===== config.mk =====
export PLATFORM = sky130hd
export DESIGN_NAME = skew_cal_sched_flat
export DESIGN_NICKNAME = d
export VERILOG_FILES = /design/src/rtl/skew_cal_sched_if.sv /design/src/rtl/skew_cal_sched.sv /design/src/flat_wrapper.sv
export SDC_FILE = /design/constraint.sdc
export NUM_CORES = 1
export LEC_CHECK = 0
export ABC_AREA = 1
export ABC_CLOCK_PERIOD_IN_PS = 1900
export BUFFER_PORTS_ARGS = -buffer_cell sky130_fd_sc_hd__buf_4
export CAP_MARGIN = 20
export CORE_ASPECT_RATIO = 0.7
export CORE_MARGIN = 1.5
export CORE_UTILIZATION = 35
export CTS_BUF_LIST = sky130_fd_sc_hd__clkbuf_8
export CTS_CLUSTER_DIAMETER = 100
export DETAILED_ROUTE_END_ITERATION = 10
export PLACE_DENSITY = 0.55
export SLEW_MARGIN = 20
export SYNTH_ARGS = -nofsm -noshare
export SYNTH_HDL_FRONTEND = slang
export SYNTH_SLANG_ARGS = --single-unit

===== constraint.sdc =====
create_clock -name clk_i -period 1.9 [get_ports clk_i]
set_input_delay 0.285 -clock clk_i [delete_from_list [all_inputs] [get_ports clk_i]]
set_output_delay 0.285 -clock clk_i [all_outputs]
set_load 0.02 [all_outputs]

===== src/rtl/skew_cal_sched_if.sv =====
// Signal bundle between the skew sweep scheduler, the cal register block and the measure unit.
// master is the scheduler's view; slave is the view of whatever drives and observes it.
interface skew_cal_sched_if #(
    parameter int unsigned N_CH   = 8,
    parameter int unsigned CODE_W = 10
);
    localparam int unsigned IdxW = $clog2(N_CH);

    logic              start_i;
    logic              abort_i;
    logic [N_CH-1:0]   ch_mask_i;
    logic              busy_o;
    logic              done_o;
    logic              aborted_o;
    logic [IdxW-1:0]   ch_sel_o;
    logic              mes_run_o;
    logic              mes_rdy_i;
    logic [2:0]        mes_err_i;
    logic [CODE_W-1:0] mes_res_i;
    logic              res_we_o;
    logic [IdxW-1:0]   res_ch_o;
    logic [CODE_W-1:0] res_data_o;
    logic [2:0]        res_err_o;
    logic [N_CH-1:0]   err_mask_o;

    modport master (
        input  start_i, abort_i, ch_mask_i, mes_rdy_i, mes_err_i, mes_res_i,
        output busy_o, done_o, aborted_o, ch_sel_o, mes_run_o,
               res_we_o, res_ch_o, res_data_o, res_err_o, err_mask_o
    );

    modport slave (
        output start_i, abort_i, ch_mask_i, mes_rdy_i, mes_err_i, mes_res_i,
        input  busy_o, done_o, aborted_o, ch_sel_o, mes_run_o,
               res_we_o, res_ch_o, res_data_o, res_err_o, err_mask_o
    );
endinterface


===== src/rtl/skew_cal_sched.sv =====
// Skew calibration sweep scheduler: walks enabled comparator channels lowest-first, runs one
// measurement per channel with retry and timeout, and writes back one result per channel.
module skew_cal_sched #(
    parameter int unsigned N_CH      = 8,
    parameter int unsigned CODE_W    = 10,
    parameter int unsigned TMO_W     = 16,
    parameter int unsigned MAX_RETRY = 2
) (
    input logic              clk_i,
    input logic              arstn_i,
    skew_cal_sched_if.master bus
);
    localparam int unsigned IdxW   = $clog2(N_CH);
    localparam int unsigned RetryW = $clog2(MAX_RETRY + 2);
    localparam logic [IdxW-1:0]   LastCh   = IdxW'(N_CH - 1);
    localparam logic [RetryW-1:0] RetryMax = RetryW'(MAX_RETRY);
    // Compared before the increment, so the all-ones value lands on the last allowed cycle.
    localparam logic [TMO_W-1:0]  TmoLast  = {{(TMO_W - 1){1'b1}}, 1'b0};
    localparam logic [2:0]        ErrTmo   = 3'd7;

    typedef enum logic [2:0] {
        StIdle, StSelect, StArm, StRun, StDrop, StWrite, StDone
    } state_e;

    state_e              state_q, state_d;
    logic [N_CH-1:0]     mask_q, mask_d;
    logic [IdxW-1:0]     idx_q, idx_d;
    logic [IdxW-1:0]     ch_sel_q, ch_sel_d;
    logic [RetryW-1:0]   retry_q, retry_d;
    logic [TMO_W-1:0]    tmo_q, tmo_d;
    logic                rdy_seen_q, rdy_seen_d;
    logic [2:0]          cap_err_q, cap_err_d;
    logic [N_CH-1:0]     err_mask_q, err_mask_d;
    logic [IdxW-1:0]     res_ch_q, res_ch_d;
    logic [CODE_W-1:0]   res_data_q, res_data_d;
    logic [2:0]          res_err_q, res_err_d;
    logic                aborted_q, aborted_d;
    logic                busy_q, done_q, run_q, we_q;
    logic                found;
    logic [IdxW-1:0]     pick;
    logic                abort_hit;

    // Lowest enabled channel at or above idx; descending loop so the lowest match wins.
    always_comb begin
        found = 1'b0;
        pick  = '0;
        for (int i = N_CH - 1; i >= 0; i--) begin
            if (mask_q[i] && (i >= int'(idx_q))) begin
                found = 1'b1;
                pick  = IdxW'(i);
            end
        end
    end

    assign abort_hit = bus.abort_i &&
                       (state_q inside {StSelect, StArm, StRun, StDrop, StWrite});

    always_comb begin
        state_d    = state_q;
        mask_d     = mask_q;
        idx_d      = idx_q;
        ch_sel_d   = ch_sel_q;
        retry_d    = retry_q;
        tmo_d      = tmo_q;
        rdy_seen_d = 1'b0;
        cap_err_d  = cap_err_q;
        err_mask_d = err_mask_q;
        res_ch_d   = res_ch_q;
        res_data_d = res_data_q;
        res_err_d  = res_err_q;
        aborted_d  = 1'b0;

        unique case (state_q)
            StIdle: begin
                if (bus.start_i) begin
                    mask_d     = bus.ch_mask_i;
                    err_mask_d = '0;
                    idx_d      = '0;
                    state_d    = StSelect;
                end
            end
            StSelect: begin
                if (found) begin
                    ch_sel_d = pick;
                    retry_d  = '0;
                    state_d  = StArm;
                end else begin
                    state_d = StDone;
                end
            end
            StArm: begin
                tmo_d   = '0;
                state_d = StRun;
            end
            StRun: begin
                tmo_d      = tmo_q + TMO_W'(1);
                rdy_seen_d = bus.mes_rdy_i;
                if (bus.mes_err_i != 3'd0) begin
                    cap_err_d = bus.mes_err_i;
                    state_d   = StDrop;
                end else if (tmo_q == TmoLast) begin
                    cap_err_d = ErrTmo;
                    state_d   = StDrop;
                end else if (bus.mes_rdy_i && rdy_seen_q) begin
                    res_ch_d   = ch_sel_q;
                    res_data_d = bus.mes_res_i;
                    res_err_d  = 3'd0;
                    state_d    = StWrite;
                end
            end
            StDrop: begin
                if (retry_q < RetryMax) begin
                    retry_d = retry_q + RetryW'(1);
                    state_d = StArm;
                end else begin
                    res_ch_d   = ch_sel_q;
                    res_data_d = '0;
                    res_err_d  = cap_err_q;
                    state_d    = StWrite;
                end
            end
            StWrite: begin
                if (res_err_q != 3'd0) begin
                    err_mask_d[ch_sel_q] = 1'b1;
                end
                if (ch_sel_q != LastCh) begin
                    idx_d   = ch_sel_q + IdxW'(1);
                    state_d = StSelect;
                end else begin
                    state_d = StDone;
                end
            end
            StDone: begin
                state_d = StIdle;
            end
            default: begin
                state_d = StIdle;
            end
        endcase

        // Abort suppresses any result that was about to be written; a WRITE in flight still
        // records its error flag above.
        if (abort_hit) begin
            state_d    = StDone;
            aborted_d  = 1'b1;
            res_ch_d   = res_ch_q;
            res_data_d = res_data_q;
            res_err_d  = res_err_q;
        end
    end

    always_ff @(posedge clk_i) begin
        if (!arstn_i) begin
            state_q    <= StIdle;
            mask_q     <= '0;
            idx_q      <= '0;
            ch_sel_q   <= '0;
            retry_q    <= '0;
            tmo_q      <= '0;
            rdy_seen_q <= 1'b0;
            cap_err_q  <= '0;
            err_mask_q <= '0;
            res_ch_q   <= '0;
            res_data_q <= '0;
            res_err_q  <= '0;
            aborted_q  <= 1'b0;
            busy_q     <= 1'b0;
            done_q     <= 1'b0;
            run_q      <= 1'b0;
            we_q       <= 1'b0;
        end else begin
            state_q    <= state_d;
            mask_q     <= mask_d;
            idx_q      <= idx_d;
            ch_sel_q   <= ch_sel_d;
            retry_q    <= retry_d;
            tmo_q      <= tmo_d;
            rdy_seen_q <= rdy_seen_d;
            cap_err_q  <= cap_err_d;
            err_mask_q <= err_mask_d;
            res_ch_q   <= res_ch_d;
            res_data_q <= res_data_d;
            res_err_q  <= res_err_d;
            aborted_q  <= aborted_d;
            busy_q     <= (state_d != StIdle);
            done_q     <= (state_d == StDone);
            run_q      <= (state_d == StRun);
            we_q       <= (state_d == StWrite);
        end
    end

    assign bus.busy_o     = busy_q;
    assign bus.done_o     = done_q;
    assign bus.aborted_o  = aborted_q;
    assign bus.ch_sel_o   = ch_sel_q;
    assign bus.mes_run_o  = run_q;
    assign bus.res_we_o   = we_q;
    assign bus.res_ch_o   = res_ch_q;
    assign bus.res_data_o = res_data_q;
    assign bus.res_err_o  = res_err_q;
    assign bus.err_mask_o = err_mask_q;
endmodule


===== src/flat_wrapper.sv =====
// flat-port wrapper written by rule: the top's interface ports become plain ports
module skew_cal_sched_flat 
#(
    parameter int unsigned N_CH      = 8,
    parameter int unsigned CODE_W    = 10,
    parameter int unsigned TMO_W     = 16,
    parameter int unsigned MAX_RETRY = 2
)
  (clk_i, arstn_i, bus_start_i, bus_abort_i, bus_ch_mask_i, bus_mes_rdy_i, bus_mes_err_i, bus_mes_res_i, bus_busy_o, bus_done_o, bus_aborted_o, bus_ch_sel_o, bus_mes_run_o, bus_res_we_o, bus_res_ch_o, bus_res_data_o, bus_res_err_o, bus_err_mask_o);
  skew_cal_sched_if #(.N_CH(N_CH), .CODE_W(CODE_W)) bus_i ();
  input logic clk_i;
  input logic arstn_i;
  input wire logic [$bits(bus_i.start_i)-1:0] bus_start_i;
  input wire logic [$bits(bus_i.abort_i)-1:0] bus_abort_i;
  input wire logic [$bits(bus_i.ch_mask_i)-1:0] bus_ch_mask_i;
  input wire logic [$bits(bus_i.mes_rdy_i)-1:0] bus_mes_rdy_i;
  input wire logic [$bits(bus_i.mes_err_i)-1:0] bus_mes_err_i;
  input wire logic [$bits(bus_i.mes_res_i)-1:0] bus_mes_res_i;
  output wire logic [$bits(bus_i.busy_o)-1:0] bus_busy_o;
  output wire logic [$bits(bus_i.done_o)-1:0] bus_done_o;
  output wire logic [$bits(bus_i.aborted_o)-1:0] bus_aborted_o;
  output wire logic [$bits(bus_i.ch_sel_o)-1:0] bus_ch_sel_o;
  output wire logic [$bits(bus_i.mes_run_o)-1:0] bus_mes_run_o;
  output wire logic [$bits(bus_i.res_we_o)-1:0] bus_res_we_o;
  output wire logic [$bits(bus_i.res_ch_o)-1:0] bus_res_ch_o;
  output wire logic [$bits(bus_i.res_data_o)-1:0] bus_res_data_o;
  output wire logic [$bits(bus_i.res_err_o)-1:0] bus_res_err_o;
  output wire logic [$bits(bus_i.err_mask_o)-1:0] bus_err_mask_o;
  assign bus_i.start_i = bus_start_i;
  assign bus_i.abort_i = bus_abort_i;
  assign bus_i.ch_mask_i = bus_ch_mask_i;
  assign bus_i.mes_rdy_i = bus_mes_rdy_i;
  assign bus_i.mes_err_i = bus_mes_err_i;
  assign bus_i.mes_res_i = bus_mes_res_i;
  assign bus_busy_o = bus_i.busy_o;
  assign bus_done_o = bus_i.done_o;
  assign bus_aborted_o = bus_i.aborted_o;
  assign bus_ch_sel_o = bus_i.ch_sel_o;
  assign bus_mes_run_o = bus_i.mes_run_o;
  assign bus_res_we_o = bus_i.res_we_o;
  assign bus_res_ch_o = bus_i.res_ch_o;
  assign bus_res_data_o = bus_i.res_data_o;
  assign bus_res_err_o = bus_i.res_err_o;
  assign bus_err_mask_o = bus_i.err_mask_o;
  skew_cal_sched #(.N_CH(N_CH), .CODE_W(CODE_W), .TMO_W(TMO_W), .MAX_RETRY(MAX_RETRY)) u_core (.clk_i(clk_i), .arstn_i(arstn_i), .bus(bus_i));
endmodule

==> metrics.md <==
| Metric | Value |
|---|---|
| Final Hold Fails | `0` |
| Post-place instance area | `0.00381 sq mm` |
| Clock sinks | `68` |
| Clk_skew | `0.00624 ns` |
| Crit-path cells | `inv_1 > ha_1 > inv_1 > nor2_1 > nand2_1 > inv_1 > nand2_1 > nand2_1 > nand2_4 > nand2_8 > inv_8 > nand2_1 > nand2_1 > nor2_1` |
| Yosys reg bits | `68` |
| Initial antenna violation count | `0` |
| Reg clk slew, reported paths | `0.07 ns` |
| R2r startpoint | `u_core.tmo_q[0]` |
| Fin worst setup slack | `0.222 ns` |
| Register area share after synthesis | `42.4%` |
| DPL Wire Length | `5380 um` |
| Routed Wire Length | `7180 um` |
| Worst-path fanout max | `19` |
| Multiplexer area fraction after synthesis | `0%` |
| Final Non-Filler Cells | `666` |
| Xor-xnor portion of the synthesized cell area | `0.273%` |
| Main combinational cell family by area after synthesis | `simple AND/OR/NAND/NOR gates` |
| Final ANT Viol Nets | `0` |
| Net Sw Frac | `34.8%` |
| Slew headroom | `64.3%` |
| Total gr overflow | `0` |
| CTS buffer count | `9` |
| Tmin final | `1.68 ns` |
| Top cell type's share of synthesized area | `42.4%` |
| Synth Cell Area | `0.00321 sq mm` |
| Vias in the first global route | `2664` |
| Worst path max stage delay | `0.35 ns` |
| GRT Overall Usage | `15.8%` |
| Via-per-instance ratio | `4.42` |
| Clk root buf | `clkbuf_8` |
| Critical path's most frequent cell | `nand2_1` |
| Post-CTS Setup Bufs | `0` |
| CP endpoint kind | `register` |
| Number of hold buffers added after cts | `0` |
| Sequential power share | `35.7%` |
| Filler Cell Count | `964` |
| P_sw | `1.73 mW` |
| R2r worst-path depth | `14` |
| Post-synthesis adder-cell area fraction | `1.56%` |
| Slowest CP cell | `dfxtp_1` |
| Top cells by area, synth | `dfxtp_1 (42%), nand2_1 (16%), inv_1 (8.1%)` |
| Synth Area in Simple Gates | `33.0%` |
| Die Span X | `118 um` |
| Fmax | `0.596 GHz` |
| Chip height | `83.2 um` |
| Skew-Pair Late Insertion Delay | `0.34 ns` |
| Starting density of the core | `35.7%` |
| Compound-gate portion of the synthesized area | `12.1%` |
| Share of cells above drive strength 1 | `20.5%` |
| IO Count | `58` |
| P_leak | `1.92 nW` |
| 1st-pass router iterations | `4` |
| R2r setup slk | `0.22 ns` |
| IO Port Bufs | `57` |
| Final setup viols | `0` |
| Period Utilization, post-route | `88.3%` |
| Post-Syn Instances | `468` |
| Power per cell area | `1220 mW/mm^2` |
| Wire per inst | `10.8 um` |
| Final #Nets | `567` |
| RSZ-0062 raised after global routing | `no` |
| YS warnings | `0` |
| Vias post-DR | `2943` |
| Critical path startpoint | `u_core.tmo_q[0]` |
| Post-place setup slack | `0.169 ns` |
| Post-route setup TNS | `0 ns` |
| CP Class | `register to register` |
| Clock Power Share | `31.0%` |
| Slew @ Worst Pin | `0.535 ns` |
| Post-synth EDFFs | `0` |
| Combinational fraction of design power | `33.3%` |
| First-pass GRT wire length | `12400 um` |
| Worst Setup EP | `u_core.bus.res_data_o[1]` |
| Cell-internal power | `3.24 mW` |
| Design Area, Final | `0.00408 sq mm` |
| Worst r2r dst | `u_core.bus.res_data_o[1]` |
| CTS H-tree lvls | `3` |
| Largest area contributor in the netlist | `dfxtp_1` |
| Max Root-Sink Buffers | `2` |
| Hold Crit Class | `input port to register` |
| Post-Syn Nets | `498` |
| Top_reg_cell synth | `dfxtp_1` |
| Row count | `29` |
| Final Wtd Congestion | `0.788` |
| Post-cts sizing count | `0` |
| Pins Over Slew Limit | `0` |
| Worst setup SP type | `register` |
| CORE AREA | `0.00900 sq mm` |
| Arrival time worst endpoint | `1.89 ns` |
| Die area | `0.00977 sq mm` |
| Drt drc | `0` |
| CTS tree | `built` |
| Run status | `completed` |
| Total power | `4.97 mW` |
| Dpl cells | `650` |
| Max VDD drop | `0.000480 V` |
| Crit path required time | `2.12 ns` |
| Synth Area per Inst | `6.87 sq um` |
| Initial DRC count | `136` |
| Cell variety after synth | `36` |
| Largest net degree at the start of global routing | `29` |
| Max-cap violation count | `0` |
| Ant diodes | `0` |
| Synth-to-Final Area Change | `27.1%` |
| Async set-reset flop share out of synthesis | `0%` |
critical path: cells and delay by family, from the launching register on:
kind          cells  cell delay (ns)
buf+inv           4             0.31
simple gates      9             0.71
fa+ha+maj         1             0.19
flops             1             0.35
metal layers:
metal  GRT usage (%)  vias to the layer above  wire length [um]  part of all wire (%)
met4            5.65                        0                56                  0.78
met3            5.22                        4               385                   5.4
met1            21.7                     1278              3740                    52
met5               0                        -                 0                     0
li1                -                     1604                 -                     -
met2            23.0                       57              3000                    42
per-stage QoR:
| stage | util (%) | hold WS (ns) |
|---|---|---|
| 6_report | 45.4 | 0.189 |
| 5_1_grt | 45.4 | 0.177 |
| 4_1_cts | 45.3 | 0.166 |
| 3_5_place_dp | 42.3 | 0.438 |
| 3_3_place_gp | 42.3 | 0.437 |
| 2_1_floorplan | - | 0.404 |
Yosys cell counts (2+ instances only):
master and n:
a21oi_2 4, nand4_1 5, nand2_2 13, inv_1 69
buf_1 3, clkbuf_1 2, o21ai_0 24, dfxtp_1 68
nor2_4 2, and3_1 2, nand2_1 133, nor2_1 54
nand3_1 18, ha_1 4, nand2_4 2, inv_2 3
a21oi_1 36, nor3_1 8
layout by cell type, fill, tap and decap left out, drive strengths merged:
master | netlist | layout
a221oi | 1 | 1
bufinv | 0 | 3
o21ai | 25 | 25
nor4 | 1 | 1
a2bb2oi | 1 | 1
nand4 | 5 | 5
nand2 | 149 | 149
o21a | 1 | 1
o311ai | 1 | 1
xor2 | 1 | 1
o211ai | 1 | 1
buf | 6 | 66
ha | 4 | 4
a31oi | 1 | 1
nand3 | 19 | 19
a21oi | 40 | 40
inv | 74 | 74
nor3 | 8 | 8
clkbuf | 2 | 13
nor2 | 57 | 57
nand3b | 1 | 1
and3 | 2 | 2
dfxtp | 68 | 68
registers in the layout, summed over array words and instances (netlist names):
register / count
u_core.bus.mes_run_o: 1
u_core.state_q: 3
u_core.cap_err_q: 3
u_core.bus.aborted_o: 1
u_core.bus.err_mask_o: 8
u_core.bus.res_err_o: 3
u_core.bus.done_o: 1
u_core.bus.res_ch_o: 3
u_core.idx_q: 3
u_core.bus.ch_sel_o: 3
u_core.retry_q: 2
u_core.tmo_q: 16
u_core.bus.res_we_o: 1
u_core.bus.res_data_o: 10
u_core.mask_q: 8
u_core.rdy_seen_q: 1
u_core.bus.busy_o: 1
cells by family after synthesis:
family / Yosys count
compound gates: 71
xor+xnor: 1
fa+ha+maj: 4
buf+inv: 82
flops: 68
simple gates: 242
final cells by class:
| type | count | area, sq um | area share, % |
|---|---|---|---|
| Clock inverter | 3 | 90.1 | 2.21 |
| Multi-Input combinational cell | 318 | 1510 | 37.0 |
| Sequential cell | 68 | 1360 | 33.3 |
| Inverter | 74 | 290 | 7.11 |
| Tap cell | 124 | 155 | 3.80 |
| Clock buffer | 13 | 179 | 4.38 |
| Timing Repair Buffer | 66 | 495 | 12.1 |
power groups by stage:
stage / clock network (mW) / logic (mW) / registers [mW]
after floorplan: 0 / 0.999 / 1.94
after global placement: 0 / 1.65 / 1.81
after detailed placement: 0 / 1.66 / 1.81
after CTS: 1.60 / 1.67 / 1.78
after global routing: 1.66 / 1.88 / 1.80
final: 1.54 / 1.65 / 1.77
worst min path at each step:
stage                           startpoint  cells after the start                 to
after CTS                    bus_mes_rdy_i                      3  u_core.rdy_seen_q
after detailed placement  u_core.mask_q[4]                      2   u_core.mask_q[4]
after global routing         bus_mes_rdy_i                      3  u_core.rdy_seen_q
after floorplan              bus_mes_rdy_i                      2  u_core.rdy_seen_q
final                        bus_mes_rdy_i                      3  u_core.rdy_seen_q
after global placement     u_core.tmo_q[3]                      1    u_core.tmo_q[3]
Note: power is estimated with default switching activity, not from simulation.
